--- src/rtl/mux_arb_pkg.sv ---
// Shared definitions for the 8-requester round-robin mux arbiter.
//   N_REQ / SEL_W : requester count and select width
//   arb_state_t   : arbiter FSM states
//   onehot8()     : binary index -> one-hot grant vector
package mux_arb_pkg;

  localparam int N_REQ = 8;
  localparam int SEL_W = 3;

  typedef enum logic {
    IDLE  = 1'b0,
    GRANT = 1'b1
  } arb_state_t;

  function automatic logic [N_REQ-1:0] onehot8(input logic [SEL_W-1:0] idx);
    return {{(N_REQ-1){1'b0}}, 1'b1} << idx;
  endfunction

endpackage

--- src/rtl/rr_pick8.sv ---
// Combinational rotating priority encoder.
//   req[7:0]  in  : request levels
//   ptr[2:0]  in  : index with top priority; the scan runs upward from here, mod 8
//   excl[7:0] in  : requests to ignore for this scan
//   idx[2:0]  out : first unmasked requester found at or after ptr
//   found     out : high when any unmasked request exists
module rr_pick8
  import mux_arb_pkg::*;
(
  input  logic [N_REQ-1:0] req,
  input  logic [SEL_W-1:0] ptr,
  input  logic [N_REQ-1:0] excl,
  output logic [SEL_W-1:0] idx,
  output logic             found
);

  logic [N_REQ-1:0] masked;
  logic [SEL_W-1:0] cand [N_REQ];

  assign masked = req & ~excl;

  // cand[k] is the requester at scan position k; the 3-bit add wraps 7+1 to 0.
  for (genvar gi = 0; gi < N_REQ; gi++) begin : g_cand
    assign cand[gi] = ptr + SEL_W'(gi);
  end

  // Walk from the farthest position down so the nearest hit overwrites the rest.
  always_comb begin
    found = 1'b0;
    idx   = '0;
    for (int k = N_REQ - 1; k >= 0; k--) begin
      if (masked[cand[k]]) begin
        found = 1'b1;
        idx   = cand[k];
      end
    end
  end

endmodule

--- src/rtl/mux8_rr_arbiter.sv ---
// Round-robin arbiter owning the select of an 8:1 single-bit mux.
//   MAX_BURST      : max consecutive grant cycles while others wait (2..16)
//   clk            in  : clock, rising edge
//   rst_n          in  : asynchronous active-low reset
//   req[7:0]       in  : level request per mux input
//   gnt[7:0]       out : registered one-hot grant, zero when idle
//   sel[2:0]       out : registered owner index, wired to mux S
//   busy           out : registered, high while a grant is held
module mux8_rr_arbiter
  import mux_arb_pkg::*;
#(
  parameter int MAX_BURST = 4
) (
  input  logic             clk,
  input  logic             rst_n,
  input  logic [N_REQ-1:0] req,
  output logic [N_REQ-1:0] gnt,
  output logic [SEL_W-1:0] sel,
  output logic             busy
);

  localparam int                 CNT_W    = $clog2(MAX_BURST);
  localparam logic [CNT_W-1:0]   CNT_LAST = CNT_W'(MAX_BURST - 1);

  arb_state_t       state_reg, state_next;
  logic [CNT_W-1:0] cnt_reg,   cnt_next;
  logic [SEL_W-1:0] ptr_reg,   ptr_next;
  logic [N_REQ-1:0] gnt_reg,   gnt_next;
  logic [SEL_W-1:0] sel_reg,   sel_next;
  logic             busy_reg,  busy_next;

  logic             owner_req;
  logic             others_pending;
  logic             burst_expire;
  logic [N_REQ-1:0] pick_excl;
  logic [SEL_W-1:0] pick_idx;
  logic             pick_found;
  logic             take_new;

  assign owner_req      = req[sel_reg];
  assign others_pending = |(req & ~gnt_reg);
  assign burst_expire   = (state_reg == GRANT) && owner_req &&
                          (cnt_reg == CNT_LAST) && others_pending;

  // On burst expiry the owner's still-high request must not win again;
  // on release its request is already low, so no mask is needed.
  assign pick_excl = burst_expire ? gnt_reg : '0;

  rr_pick8 u_pick (
    .req   (req),
    .ptr   (ptr_reg),
    .excl  (pick_excl),
    .idx   (pick_idx),
    .found (pick_found)
  );

  always_comb begin
    state_next = state_reg;
    cnt_next   = cnt_reg;
    ptr_next   = ptr_reg;
    gnt_next   = gnt_reg;
    sel_next   = sel_reg;
    busy_next  = busy_reg;
    take_new   = 1'b0;

    case (state_reg)
      IDLE: begin
        if (pick_found) take_new = 1'b1;
      end
      GRANT: begin
        if (!owner_req) begin
          if (pick_found) begin
            take_new = 1'b1;          // zero-bubble handoff on release
          end else begin
            state_next = IDLE;        // sel deliberately keeps its last value
            gnt_next   = '0;
            busy_next  = 1'b0;
          end
        end else if (burst_expire) begin
          take_new = 1'b1;
        end else if (cnt_reg != CNT_LAST) begin
          cnt_next = cnt_reg + 1'b1;  // saturates so a lone owner holds forever
        end
      end
      default: begin
        state_next = IDLE;
        gnt_next   = '0;
        busy_next  = 1'b0;
      end
    endcase

    if (take_new) begin
      state_next = GRANT;
      gnt_next   = onehot8(pick_idx);
      sel_next   = pick_idx;
      busy_next  = 1'b1;
      cnt_next   = '0;
      ptr_next   = pick_idx + 1'b1;
    end
  end

  always_ff @(posedge clk or negedge rst_n) begin
    if (!rst_n) begin
      state_reg <= IDLE;
      cnt_reg   <= '0;
      ptr_reg   <= '0;
      gnt_reg   <= '0;
      sel_reg   <= '0;
      busy_reg  <= 1'b0;
    end else begin
      state_reg <= state_next;
      cnt_reg   <= cnt_next;
      ptr_reg   <= ptr_next;
      gnt_reg   <= gnt_next;
      sel_reg   <= sel_next;
      busy_reg  <= busy_next;
    end
  end

  assign gnt  = gnt_reg;
  assign sel  = sel_reg;
  assign busy = busy_reg;

endmodule

--- config.mk ---
export PLATFORM = sky130hd
export DESIGN_NAME = mux8_rr_arbiter
export DESIGN_NICKNAME = d
export VERILOG_FILES = /design/src/rtl/mux_arb_pkg.sv /design/src/rtl/rr_pick8.sv /design/src/rtl/mux8_rr_arbiter.sv
export SDC_FILE = /design/constraint.sdc
export NUM_CORES = 1
export LEC_CHECK = 0
export BUFFER_PORTS_ARGS = -buffer_cell sky130_fd_sc_hd__buf_2
export CAP_MARGIN = 10
export CORE_MARGIN = 5
export CORE_UTILIZATION = 60
export DETAILED_ROUTE_END_ITERATION = 12
export GPL_ROUTABILITY_DRIVEN = 0
export PLACE_DENSITY = 0.8
export SKIP_LAST_GASP = 1
export SLEW_MARGIN = 20
export SYNTH_ARGS = -nofsm -noshare
export SYNTH_HDL_FRONTEND = slang
export SYNTH_HIERARCHICAL = 1
export SYNTH_SLANG_ARGS = --single-unit
export TNS_END_PERCENT = 5
--- constraint.sdc ---
create_clock -name clk -period 8.6 [get_ports clk]
set_input_delay 0.43 -clock clk [delete_from_list [all_inputs] [get_ports clk]]
set_output_delay 0.43 -clock clk [all_outputs]
set_load 0.1 [all_outputs]
[Word level (Yosys, flattened, before mapping)]
Cells that the tools add are included.
Operators by class
  reduce and logical (&&, ||, !) cells: 9
  eq/ne operators: 5
  bitwise logic cells: 5
  $lt $le $gt $ge: 9
  add/sub/neg operators: 9
  shift-type cells: 1
  mux-type cells: 55
Operator list (count)
  $mux W8: 5
  $lt A3 B4 Y1 const B: 9
  $bmux W1 S3: 9
  $mux W1: 27
  $mux W3: 8
  $and A8 B8 Y8: 2
  $not A8 Y8: 2
  $add A3 B3 Y3 const B: 4
  $mux W2: 5
  $reduce_or A8 Y1: 1
  $shl A1 B3 Y8 const A: 1
  $add A3 B1 Y3 const B: 2
  $add A3 B2 Y3 const B: 2
  $ne A2 B1 Y1 const B: 3
  $reduce_bool A2 Y1: 3
  $reduce_and A4 Y1: 1
  $logic_and A1 B1 Y1: 3
  $reduce_and A3 Y1: 1
  $add A2 B1 Y2 const B: 1
  $eq A2 B2 Y1 const B: 1
  $ne A2 B2 Y1 const B: 1
  $pmux W1 S2: 1
  $not A1 Y1: 1
Word-level totals
  input bits: 10
  register bits: 18
  output and inout bits: 12

[Longest topological paths before layout]
  depth after elaboration: 23
  depth in mapped cells: 17
  depth with buffers taken out: 16

[Cells and area by module]
The synthesis kept the hierarchy.
Modules (own cells, without submodules)
  mux8_rr_arbiter: instances 1, cells each 109, area an instance 1149.9 sq um
  rr_pick8: instances 1, cells each 116, area an instance 938.4 sq um

[Worst setup path before layout]
No wires, ideal clock.
  path kind: register -> register
  start: register sel_reg[2], in the netlist sel[2]
  end: register gnt_reg[0], in the netlist gnt[0]
  library setup time: 0.126 ns
  arrival time: 4.583 ns
  period minus slack after synthesis: 4.709 ns
  setup slack: 3.891 ns
  cell stages (with the launch flop): 18
  path buffers: 1
  data required time: 8.474 ns
  cell sequence: dfrtp_1 > mux2i_1 > o32ai_1 > o31ai_4 > nor3b_4 > clkbuf_2 > and2_1 > or2b_1 > mux4_2 > mux2i_1 > a21oi_1 > o21a_1 > o211ai_1 > inv_1 > ha_1 > o21ai_0 > and3b_1 > a221o_1
On the way
  elaborated cells on any way between the ends: 50
RTL lines
  start: declaration: RTL line mux8_rr_arbiter.sv:29  | logic [SEL_W-1:0] sel_reg, sel_next;
  start signal: assignment: RTL line mux8_rr_arbiter.sv:115  | sel_reg <= sel_next;
  $bmux W1 S3 *: RTL line mux8_rr_arbiter.sv:40  | assign owner_req = req[sel_reg];
  $mux W1 (implied by the code) *: RTL line mux8_rr_arbiter.sv:40
  $logic_and A1 B1 Y1 * (2 in a row): RTL line mux8_rr_arbiter.sv:42  | assign burst_expire = (state_reg == GRANT) && owner_req &&
  $logic_and A1 B1 Y1 *: RTL line mux8_rr_arbiter.sv:43  | (cnt_reg == CNT_LAST) && others_pending;
  $mux W8 *: RTL line mux8_rr_arbiter.sv:47  | assign pick_excl = burst_expire ? gnt_reg : '0;
  named net pick_excl[7]: RTL line mux8_rr_arbiter.sv:35  | logic [N_REQ-1:0] pick_excl;
  $not A8 Y8 *: RTL line rr_pick8.sv:20  | assign masked = req & ~excl;
  $and A8 B8 Y8 *: RTL line rr_pick8.sv:20
  $bmux W1 S3: RTL line rr_pick8.sv:32  | if (masked[cand[k]]) begin
  $mux W1 (implied by the code): RTL line rr_pick8.sv:32
  $mux W3 (7 in a row): RTL line rr_pick8.sv:32
  $mux W3 *: RTL line rr_pick8.sv:32
  named net pick_idx[0]: RTL line mux8_rr_arbiter.sv:36  | logic [SEL_W-1:0] pick_idx;
  $shl A1 B3 Y8 *: RTL line mux_arb_pkg.sv:16  | return {{(N_REQ-1){1'b0}}, 1'b1} << idx;
  $mux W8 *: RTL line mux8_rr_arbiter.sv:92  | if (take_new) begin
  end signal: assignment: RTL line mux8_rr_arbiter.sv:114  | gnt_reg <= gnt_next;
  end: declaration: RTL line mux8_rr_arbiter.sv:28  | logic [N_REQ-1:0] gnt_reg, gnt_next;
Mark *: on every way through the listed nets, which the timed path passes. The rest lies on a longest branch. The select of a mux whose other input is x is not followed.
A chain may end at the register's enable or synchronous reset.

[Worst setup path after layout]
  start: register sel_reg[0], in the netlist sel[0]
  end: register gnt_reg[2], in the netlist gnt[2]
Same word-level chain as after synthesis.

==> summary.md <==
| Metric | Value |
|---|---|
| Outcome | `complete, no violations` |
| Slew headroom | `0.257` |
| Ranking of synthesized cells by area | `dfrtp_1 22%, mux4_2 6.5%, mux2i_1 6.2%` |
| Number of antenna violations at the first check in global routing | `0` |
| Number of diodes added for antenna fixing | `0` |
| Crit path buf inv count | `0` |
| Number of I/O pins | `22` |
| Clock Latency Late Sink | `0.30 ns` |
| Wire per inst | `17.9 µm` |
| Number of buffers added on ports | `21` |
| Number of enable flip-flop cells after synthesis | `0` |
| Aggregate global-route resource usage | `0.237` |
| Shortest clock period the worst path allows after layout | `4.99 ns` |
| Layout Area Growth over Synthesis | `6.05%` |
| Number of buffers added to fix hold violations after cts | `0` |
| Kind of critical path | `reg -> reg` |
| Crit path cell chain | `mux2i_1, o32ai_1, o31ai_4, nor3b_4, and2_1, nand2b_1, mux4_2, o21ai_0, a2111oi_0, nand3_1, a32oi_1, nor2b_1, and3_1, a221o_1` |
| Die H | `69.0 µm` |
| Filler cell count | `roughly 310` |
| Number of routed nets with antenna violations | `0` |
| Post-Syn Nets | `approximately 240` |
| Cts bufs inserted | `3` |
| Worst-path cell with the longest stage delay | `a32oi_1` |
| CTS Root Cell | `clkbuf_4` |
| Final period utilization | `0.580` |
| Slowest stage delay, CP | `0.91 ns` |
| PostCTS Resize Cnt | `0` |
| Crit path DAT | `5.18 ns` |
| Vias in the first global route | `1780` |
| Count of maximum capacitance violations | `0` |
| Synth top area share | `0.216` |
| Sink Count | `18` |
| Async S/R FF share, synth | `1.00` |
| Mean cell area of the mapped netlist | `9.28 µm²` |
| Largest delay contributor family on the critical path | `compound AO/OA/AOI/OAI gates` |
| Number of levels in the clock H-tree | `1` |
| Most used DFF post-synth | `dfrtp_1` |
| Overall die area | `~4800 µm²` |
| Most numerous cell in the Yosys netlist | `nor2b_1` |
| Worst Skew | `0.00470 ns` |
| Library cell occupying the most area in the post-synthesis netlist | `dfrtp_1` |
| Required @ worst endpoint | `8.79 ns` |
| Max-slew violation total from the final report | `0` |
| Total number of cells along the worst setup path | `14` |
| Flip-flop count of the largest register, all copies and words added | `8` |
| TritonCTS clock tree | `done` |
| Vias per Instance | `6.35` |
| Classification of the worst-slack hold path | `in -> async` |
| Max Clock Freq | `200 MHz` |
| Largest net degree at the start of global routing | `19` |
| Row count | `21` |
| Number of design rule violations left after detail routing | `0` |
| Synth warn | `6` |
| Sequential area share after synthesis | `0.216` |
| Setup Buffers After CTS | `0` |
| Number of buffers on the longest clock path | `2` |
| Highest net fanout along the worst path | `16` |
| Kind of start point of the critical path | `register` |
| Total overflow reported by the global router | `0` |
| Number of synthesized register bits | `18` |
| Number of endpoints with negative hold slack in the final report | `0` |
| Share of post-route cells with drive strength above 1 | `0.184` |
| Final HPWL from detailed placement | `4.01 mm` |
| Synth unique cells | `approximately 60` |
| Die X-Extent | `69.0 µm` |
| Number of endpoints failing setup at the final stage | `0` |
| Router iterations before antenna repair | `4` |
| Cells on worst reg2reg path | `14` |
| Clock transition at the register clock pins on the worst setup and hold paths after CTS | `roughly 0.1 ns` |
| Initial core utilization | `0.621` |
| Most numerous cell types in the synthesized netlist | `20 x nor2b_1, 18 x dfrtp_1, 13 x mux2i_1` |
| Number of vias after detailed routing | `1811` |
| Core region area | `3360 µm²` |
| DRT Wirelength | `5.11 mm` |
| Nets@finish | `260` |
| Wire length of the first global-routing pass | `8.45 mm` |
| Slew at the pin closest to its max-slew limit | `around 1.1 ns` |
| Mapped cell area | `between 2000 and 2500 µm²` |
| Synthesized instance count | `225` |
| Type of element capturing the critical path | `register` |
| Final sum of negative setup slack | `0 ns` |
| Iteration-0 DRC count of the detailed router | `~140` |
| Unrepaired setup endpoints after global routing | `false` |
-- metal layers --
metal  GRT usage  part of all wire  up-vias  wire, µm
li1            -                 -      878         -
met1       0.296              0.42      864      2150
met2       0.413              0.51       60      2620
met3      0.0357             0.050        9       254
met4      0.0827             0.016        0        83
met5           0                 0        -         0
-- final cells by class --
| class | count | area [µm²] | share of cell area |
|---|---|---|---|
| multi-input cells | 182 | 1520 | 0.686 |
| flip-flops and latches | 18 | 450 | 0.203 |
| repair buffers | 21 | 105 | 0.0475 |
| inverters | 15 | 58.8 | 0.0266 |
| well taps | 46 | 57.6 | 0.0260 |
| clock buffers | 3 | 22.5 | 0.0102 |
-- worst paths after layout --
path,start,slack (ns),endpoint
hold reg to reg,cnt_reg[1],0.53,cnt_reg[1]
max in group asynchronous,rst_n,8.26,gnt[1]
setup / recovery,sel[0],3.61,gnt[2]
setup reg to reg,sel[0],3.61,gnt[2]
min in group clk,cnt_reg[1],0.53,cnt_reg[1]
hold / removal,rst_n,0.05,gnt[4]
-- cell families after synthesis --
kind of cell    synth area share
compound gates             0.192
xor+xnor                  0.0120
fa+ha+maj                 0.0539
buf+inv                   0.0563
flops                      0.216
mux                        0.213
simple gates               0.257
-- placed cells by master, fill, tap and decap left out, drive strengths merged, types with 2 or more instances in the layout --
cell type / count
o2bb2ai: 2
nand4: 2
o211ai: 2
buf: 21
nor2b: 20
a41oi: 2
nor3: 4
mux2: 6
a221o: 8
and3: 4
clkbuf: 3
nand3: 3
mux2i: 16
nor2: 10
a211o: 4
nand2b: 11
mux4: 8
a31oi: 2
inv: 14
nor3b: 4
nand2: 12
and2: 11
o22ai: 2
a21oi: 8
o31ai: 2
o21ai: 6
and4: 3
a2111oi: 3
dfrtp: 18
ha: 9
-- metrics by stage --
| step | hold WS [ns] | cell area, µm² | setup slack (ns) | util | std cells |
|---|---|---|---|---|---|
| global route | 0.0665 | 2210 | 3.21 | 0.658 | 285 |
| finish | 0.0470 | 2210 | 3.61 | 0.658 | 285 |
| floorplan | 0.134 | 2090 | 3.89 | - | 225 |
| global placement | 0.376 | 2190 | 3.68 | 0.652 | 282 |
| detailed placement | 0.385 | 2190 | 3.64 | 0.652 | 282 |
| CTS | 0.0678 | 2210 | 3.69 | 0.658 | 285 |
Power is left out: the tool's default activity adds up to more than one toggle a clock period on the data nets, which glitch-free logic cannot reach.
